File: src/rtl/garage_motor_driver.sv
// Motor bridge driver: braked dead-time around every energise/reversal, PWM
// soft-start ramp, limit overrun cut, travel timeout and sticky fault.
module garage_motor_driver #(
  parameter int DEAD_TIME = 50,
  parameter int RAMP_STEP = 1000,
  parameter int PWM_BITS  = 4,
  parameter int TIMEOUT   = 1500000
) (
  input  logic       CLK,
  input  logic       RST,
  input  logic       UP_M,
  input  logic       DN_M,
  input  logic       UP_Max,
  input  logic       DN_Max,
  input  logic       FAULT_CLR,
  output logic       MOT_EN,
  output logic       MOT_DIR,
  output logic       BRAKE,
  output logic       FAULT,
  output logic [2:0] dbg_state
);

  localparam logic [2:0] S_IDLE  = 3'd0;
  localparam logic [2:0] S_BRAKE = 3'd1;
  localparam logic [2:0] S_RAMP  = 3'd2;
  localparam logic [2:0] S_RUN   = 3'd3;
  localparam logic [2:0] S_FAULT = 3'd4;

  localparam int DW   = $clog2(DEAD_TIME + 1);
  localparam int SW   = $clog2(RAMP_STEP + 1);
  localparam int TW   = $clog2(TIMEOUT + 1);
  localparam int FULL = 1 << PWM_BITS;

  localparam logic [DW-1:0]     DEAD_LOAD = DW'(DEAD_TIME - 1);
  localparam logic [SW-1:0]     STEP_LAST = SW'(RAMP_STEP - 1);
  localparam logic [TW-1:0]     TRAV_LAST = TW'(TIMEOUT - 1);
  localparam logic [PWM_BITS:0] LAST_DUTY = (PWM_BITS + 1)'(FULL - 1);

  logic [2:0]          state;
  logic [DW-1:0]       dead_cnt;
  logic [SW-1:0]       step_cnt;
  logic [PWM_BITS-1:0] pwm_cnt;
  logic [PWM_BITS:0]   duty;
  logic [TW-1:0]       travel_cnt;
  logic                dir;

  logic illegal, up_ok, dn_ok, stop_travel, step_done, timed_out;

  assign illegal   = UP_M & DN_M;
  assign up_ok     = UP_M & ~DN_M & ~UP_Max;
  assign dn_ok     = DN_M & ~UP_M & ~DN_Max;
  // One test covers command drop, reversal request and overrun of the travel limit.
  assign stop_travel = dir ? ~up_ok : ~dn_ok;
  assign step_done   = (step_cnt == STEP_LAST);
  assign timed_out   = (travel_cnt == TRAV_LAST);

  always_ff @(posedge CLK) begin
    if (RST) begin
      state      <= S_IDLE;
      dead_cnt   <= '0;
      step_cnt   <= '0;
      pwm_cnt    <= '0;
      duty       <= '0;
      travel_cnt <= '0;
      dir        <= 1'b0;
    end else if (illegal) begin
      state <= S_FAULT;
      duty  <= '0;
    end else begin
      case (state)
        S_IDLE: begin
          if (up_ok | dn_ok) begin
            state    <= S_BRAKE;
            dead_cnt <= DEAD_LOAD;
          end
        end
        S_BRAKE: begin
          if (dead_cnt == '0) begin
            if (up_ok | dn_ok) begin
              state      <= S_RAMP;
              dir        <= up_ok;
              duty       <= '0;
              pwm_cnt    <= '0;
              step_cnt   <= '0;
              travel_cnt <= '0;
            end else begin
              state <= S_IDLE;
            end
          end else begin
            dead_cnt <= dead_cnt - 1'b1;
          end
        end
        S_RAMP, S_RUN: begin
          // Stopping takes precedence over the timeout on the same edge.
          if (stop_travel) begin
            state    <= S_BRAKE;
            dead_cnt <= DEAD_LOAD;
            duty     <= '0;
          end else if (timed_out) begin
            state <= S_FAULT;
            duty  <= '0;
          end else begin
            travel_cnt <= travel_cnt + 1'b1;
            pwm_cnt    <= pwm_cnt + 1'b1;
            if (state == S_RAMP) begin
              if (step_done) begin
                step_cnt <= '0;
                duty     <= duty + 1'b1;
                if (duty == LAST_DUTY) state <= S_RUN;
              end else begin
                step_cnt <= step_cnt + 1'b1;
              end
            end
          end
        end
        S_FAULT: begin
          if (FAULT_CLR & ~UP_M & ~DN_M) state <= S_IDLE;
        end
        default: state <= S_IDLE;
      endcase
    end
  end

  always_comb begin
    MOT_EN = 1'b0;
    BRAKE  = 1'b1;
    case (state)
      S_RAMP: begin
        BRAKE  = 1'b0;
        MOT_EN = ({1'b0, pwm_cnt} < duty);
      end
      S_RUN: begin
        BRAKE  = 1'b0;
        MOT_EN = 1'b1;
      end
      default: ;
    endcase
  end

  assign FAULT     = (state == S_FAULT);
  assign MOT_DIR   = dir;
  assign dbg_state = state;

endmodule

File: config.mk
export PLATFORM = sky130hd
export DESIGN_NAME = garage_motor_driver
export DESIGN_NICKNAME = d
export VERILOG_FILES = /design/src/rtl/garage_motor_driver.sv
export SDC_FILE = /design/constraint.sdc
export NUM_CORES = 1
export LEC_CHECK = 0
export ABC_AREA = 1
export BUFFER_PORTS_ARGS = -buffer_cell sky130_fd_sc_hd__buf_2
export CELL_PAD_IN_SITES_DETAIL_PLACEMENT = 1
export CELL_PAD_IN_SITES_GLOBAL_PLACEMENT = 1
export CORE_MARGIN = 2
export CORE_UTILIZATION = 39
export CTS_CLUSTER_DIAMETER = 60
export DETAILED_ROUTE_END_ITERATION = 10
export PLACE_DENSITY = 0.78
export SYNTH_ARGS = -nofsm -noshare
export SYNTH_HDL_FRONTEND = slang
export SYNTH_SLANG_ARGS = --single-unit
File: constraint.sdc
create_clock -name CLK -period 1.4 [get_ports CLK]
set_input_delay 0.35 -clock CLK [delete_from_list [all_inputs] [get_ports CLK]]
set_output_delay 0.35 -clock CLK [all_outputs]
set_load 0.01 [all_outputs]
==> metrics.txt, run 1 <==
Routability Congestion 0.892; Synthesis Warnings 0; Seq/Total Area, Yosys 29.0%; Cell variety after synth 31; largest family of logic cells by synthesized area simple AND/OR/NAND/NOR gates; cts hold-fix bufs 0; mux cell area share after synthesis 0%; Post-Synth XOR/XNOR Area 3.80%; Compound-Gate Fraction of Synth Area 8.48%; Syn Std Cell Area 3450 um2; syn_nets 593; status did not finish; Stopped at 5_1_grt; CTS Buffer Depth 2; Cell Area, Placed 4580 um2; WEP type primary output; initial core utilization 40.0%; Ports 14; GRT repair_timing worst endpoint MOT_EN; mean post-synth cell area 6.00 um2; Mapped Cells 576; Seq cells post-synth 50; largest net degree at the start of global routing 15; Synth Area in Simple Gates 45.7%; Die X-Extent 98.1 um; CTS sink cnt 50; initial antenna violation count 0; error msg [ERROR DPL-0033] detailed placement checks failed during check placement.; Placement Rows 34; ranking of synthesized cells by area dfxtp_1, nand2_1, nor2_1; TritonCTS buffer count 5; H-tree Lvls 2; dpl hpwl 9.55 mm; Synth Area in Adders 3.62%; Yosys top cell by area dfxtp_1; I/O Buffers 13; share of the synthesized area in the top cell type 29.0%; Clock Tree Root clkbuf_8; chip height 98.1 um
[through the flow]
step	setup slack [ns]	setup TNS (ns)	instances
2_1_floorplan	-0.0817	-1.67	576
3_3_place_gp	-0.266	-8.80	798
3_5_place_dp	-0.357	-13.51	798
4_1_cts	-0.507	-11.94	841
[Yosys cell counts (all sizes together)]
cell type,count
xnor2,2
a31oi,1
inv,66
a21o,1
or2,4
o21bai,1
nor3,6
nand3b,3
ha,10
buf,5
a21oi,42
nand3,36
dfxtp,50
clkbuf,7
nand4,20
clkinv,2
xor2,13
nand2,190
o21ai,10
nor2,107
[kinds of logic after synthesis]
group	Yosys count
AO/OA/AOI/OAI	55
buffers and inverters	80
adder cells (fa/ha/maj)	10
flip-flops	50
AND/OR/NAND/NOR	366
XOR/XNOR	15
[timing repair]
item	in CTS
setup buffers	30
endpoints found under the setup margin	53
resized for setup	172
pin swaps	75
cloned	8
==> run 2, diff against run 1 <==
Settings changed: CELL_PAD_IN_SITES_DETAIL_PLACEMENT 1 to unset, CELL_PAD_IN_SITES_GLOBAL_PLACEMENT 1 to unset, CORE_UTILIZATION 39 to 25, CTS_CLUSTER_DIAMETER 60 to unset, PLACE_DENSITY 0.78 to unset, PLACE_DENSITY_LB_ADDON set to 0.15.
Clock period 1.4 ns to 1.8 ns, I/O delays scaled along.
==> metrics.txt, run 2 <==
mean post-synth cell area 6.00 um2 (unchanged); Placement Rows 42 (+24%); Worst VDD drop 0.328 mV; Post-synth EDFFs 0 (unchanged); Seq/Total Area, Yosys 29.0% (unchanged); Mapped Cells 576 (unchanged); Final setup viols 1; status complete, but fails checks; first-pass GRT wire length 16.7 mm; grt ovf 0; initial core utilization 25.9% (-14 points); max-slew violations 0; DIE AREA 14800 um2; vias per inst 4.48; Reg with most FFs travel_cnt; chip height 122 um (+24%); Synthesis Warnings 0 (unchanged); most frequent cells in the layout nand2_1, nor2_1, inv_1; Final Hold Viols 0; Routability Congestion 0.898 (+0.61%); number of flip-flops in the largest register 21; asr flop ratio synth 0% (unchanged); Worst-Skew Late Latency 0.31 ns; total core area 13300 um2; Post-synth top flop dfxtp_1; commonest non-fill, non-tap cell in the layout nand2_1; I/O Buffers 13 (unchanged); max_cap viols 0; Worst Setup Path Type flop to output pin; Rel. slew slack 74.2%; failing checks setup timing; Leak Pwr 1.74 nW; Startpoint Class flop; registers with the most flip-flops travel_cnt: 21 flops, step_cnt: 10 flops, dead_cnt: 6 flops; Worst Tran Pin Value 0.386 ns; CTS tree done; Worst-path clk slew 0.07 ns; dpl hpwl 7.47 mm (-22%); CTS Buffer Depth 2 (unchanged); RSZ-0062 raised after global routing true; largest net degree at the start of global routing 32; CTS sink cnt 50 (unchanged); element type at the critical path end output pin; Final ANT Viol Nets 0; worst-path fanout max 2; Final Skew 0.00870 ns; Ports 14 (unchanged); ranking of synthesized cells by area dfxtp_1, nand2_1, nor2_1; P per Cell Area 620 nW/um2; HP Class primary input to flop; Worst Path Arrival 1.56 ns; initial antenna violation count 0; syn_nets 593 (unchanged); Fmax 496 MHz; Nets 655; Tot GR Track Use 14.2%; total negative slack -0.214 ns; pre-CTS WS -0.0338 ns (+0.323 ns); Syn Std Cell Area 3450 um2 (unchanged); top-count cell post-synth nand2_1; Worst Slack Setup Final -0.214 ns; drt first pass iters 4; area grow syn2layout 25.7%; final WL 9.79 mm; final worst-path cycle share 112%; drc violations 0; ANT cells 0; Die X-Extent 122 um (+24%); Synth top cells by count nand2_1, nor2_1, inv_1; Clock Tree Root clkbuf_16; number of DRC markers in iteration 0 185; H-tree Lvls 2 (unchanged); TritonCTS buffer count 5 (unchanged); drt wl/cell 12.0 um; CP Data Required Time 1.35 ns; number of global-route vias before repair 3431; Yosys top cell by area dfxtp_1; Cell variety after synth 31 (unchanged); share of layout cells above drive strength 1 18.3%; share of the synthesized area in the top cell type 29.0% (unchanged); Tmin final 2.01 ns; vias 3650; Seq cells post-synth 50 (unchanged)
==> run 2: layout make-up <==
type,count,area (um2)
Inverter,68,255
Timing Repair Buffer,67,512
Multi-Input combinational cell,446,2200
Fill cell,1516,9010
Tap cell,176,220
Clock buffer,5,125
Clock inverter,3,21.3
Sequential cell,50,1010
==> run 2: metrics by stage <==
stage | instance area (um2) | hold WS, ns | std cells | power (mW) | util (%)
finish | 4340 | 0.444 | 815 | 2.69 | 32.5
detailed placement | 4070 | 0.484 | 802 | 1.68 | 30.5
floorplan | 3450 | 0.454 | 576 | 1.52 | -
global route | 4340 | 0.460 | 815 | 2.86 | 32.5
global placement | 4070 | 0.469 | 802 | 1.68 | 30.5
CTS | 4270 | 0.436 | 812 | 2.71 | 32.0
==> run 2: path summary, 6_finish.rpt <==
path	endpoint	cells past startpoint	slack (ns)	startpoint
max	MOT_EN	7	-0.21	duty[1]
min reg2reg	dead_cnt[5]	2	0.49	dead_cnt[5]
max reg2reg	travel_cnt[16]	9	0.16	travel_cnt[0]
min	MOT_DIR	4	0.44	UP_Max
==> run 2: kinds of logic (layout without fill, tap and decap cells) <==
group	count (synthesis)	after routing	share of synthesized area (%)
XOR/XNOR	15	15	3.80
buffers and inverters	80	143	9.46
AND/OR/NAND/NOR	366	366	45.7
adder cells (fa/ha/maj)	10	10	3.62
AO/OA/AOI/OAI	55	55	8.48
flip-flops	50	50	29.0
==> run 2: routing by layer <==
layer  GRT usage [%]  up-vias  share of wire [%]
li1                -     1934                  -
met1            19.0     1652                 51
met2            23.3       54                 44
met3            2.43       10                3.3
met4            4.89        0                1.5
met5               0        -                  0
==> run 2: critical path, stage by stage, from the launching register on <==
cell and delay, ns:
dfxtp_2 0.33, inv_2 0.08, ha_4 0.20, a21oi_2 0.12, o21bai_1 0.07, a21o_1 0.15
a31oi_1 0.15, buf_2 0.17
==> run 2: where the power goes <==
group,total [mW],internal (mW),switching [mW]
sequential,1.18,1.15,0.0342
combinational,0.529,0.216,0.313
clock,0.981,0.516,0.465
==> run 2: repair_timing <==
action	4_1_cts	5_1_grt
hold buffers	0	0
pin swaps	4	6
gates resized for setup	9	13
buffers inserted	2	3
endpoints found under the setup margin	5	45
(Power assumes the default switching activity.)
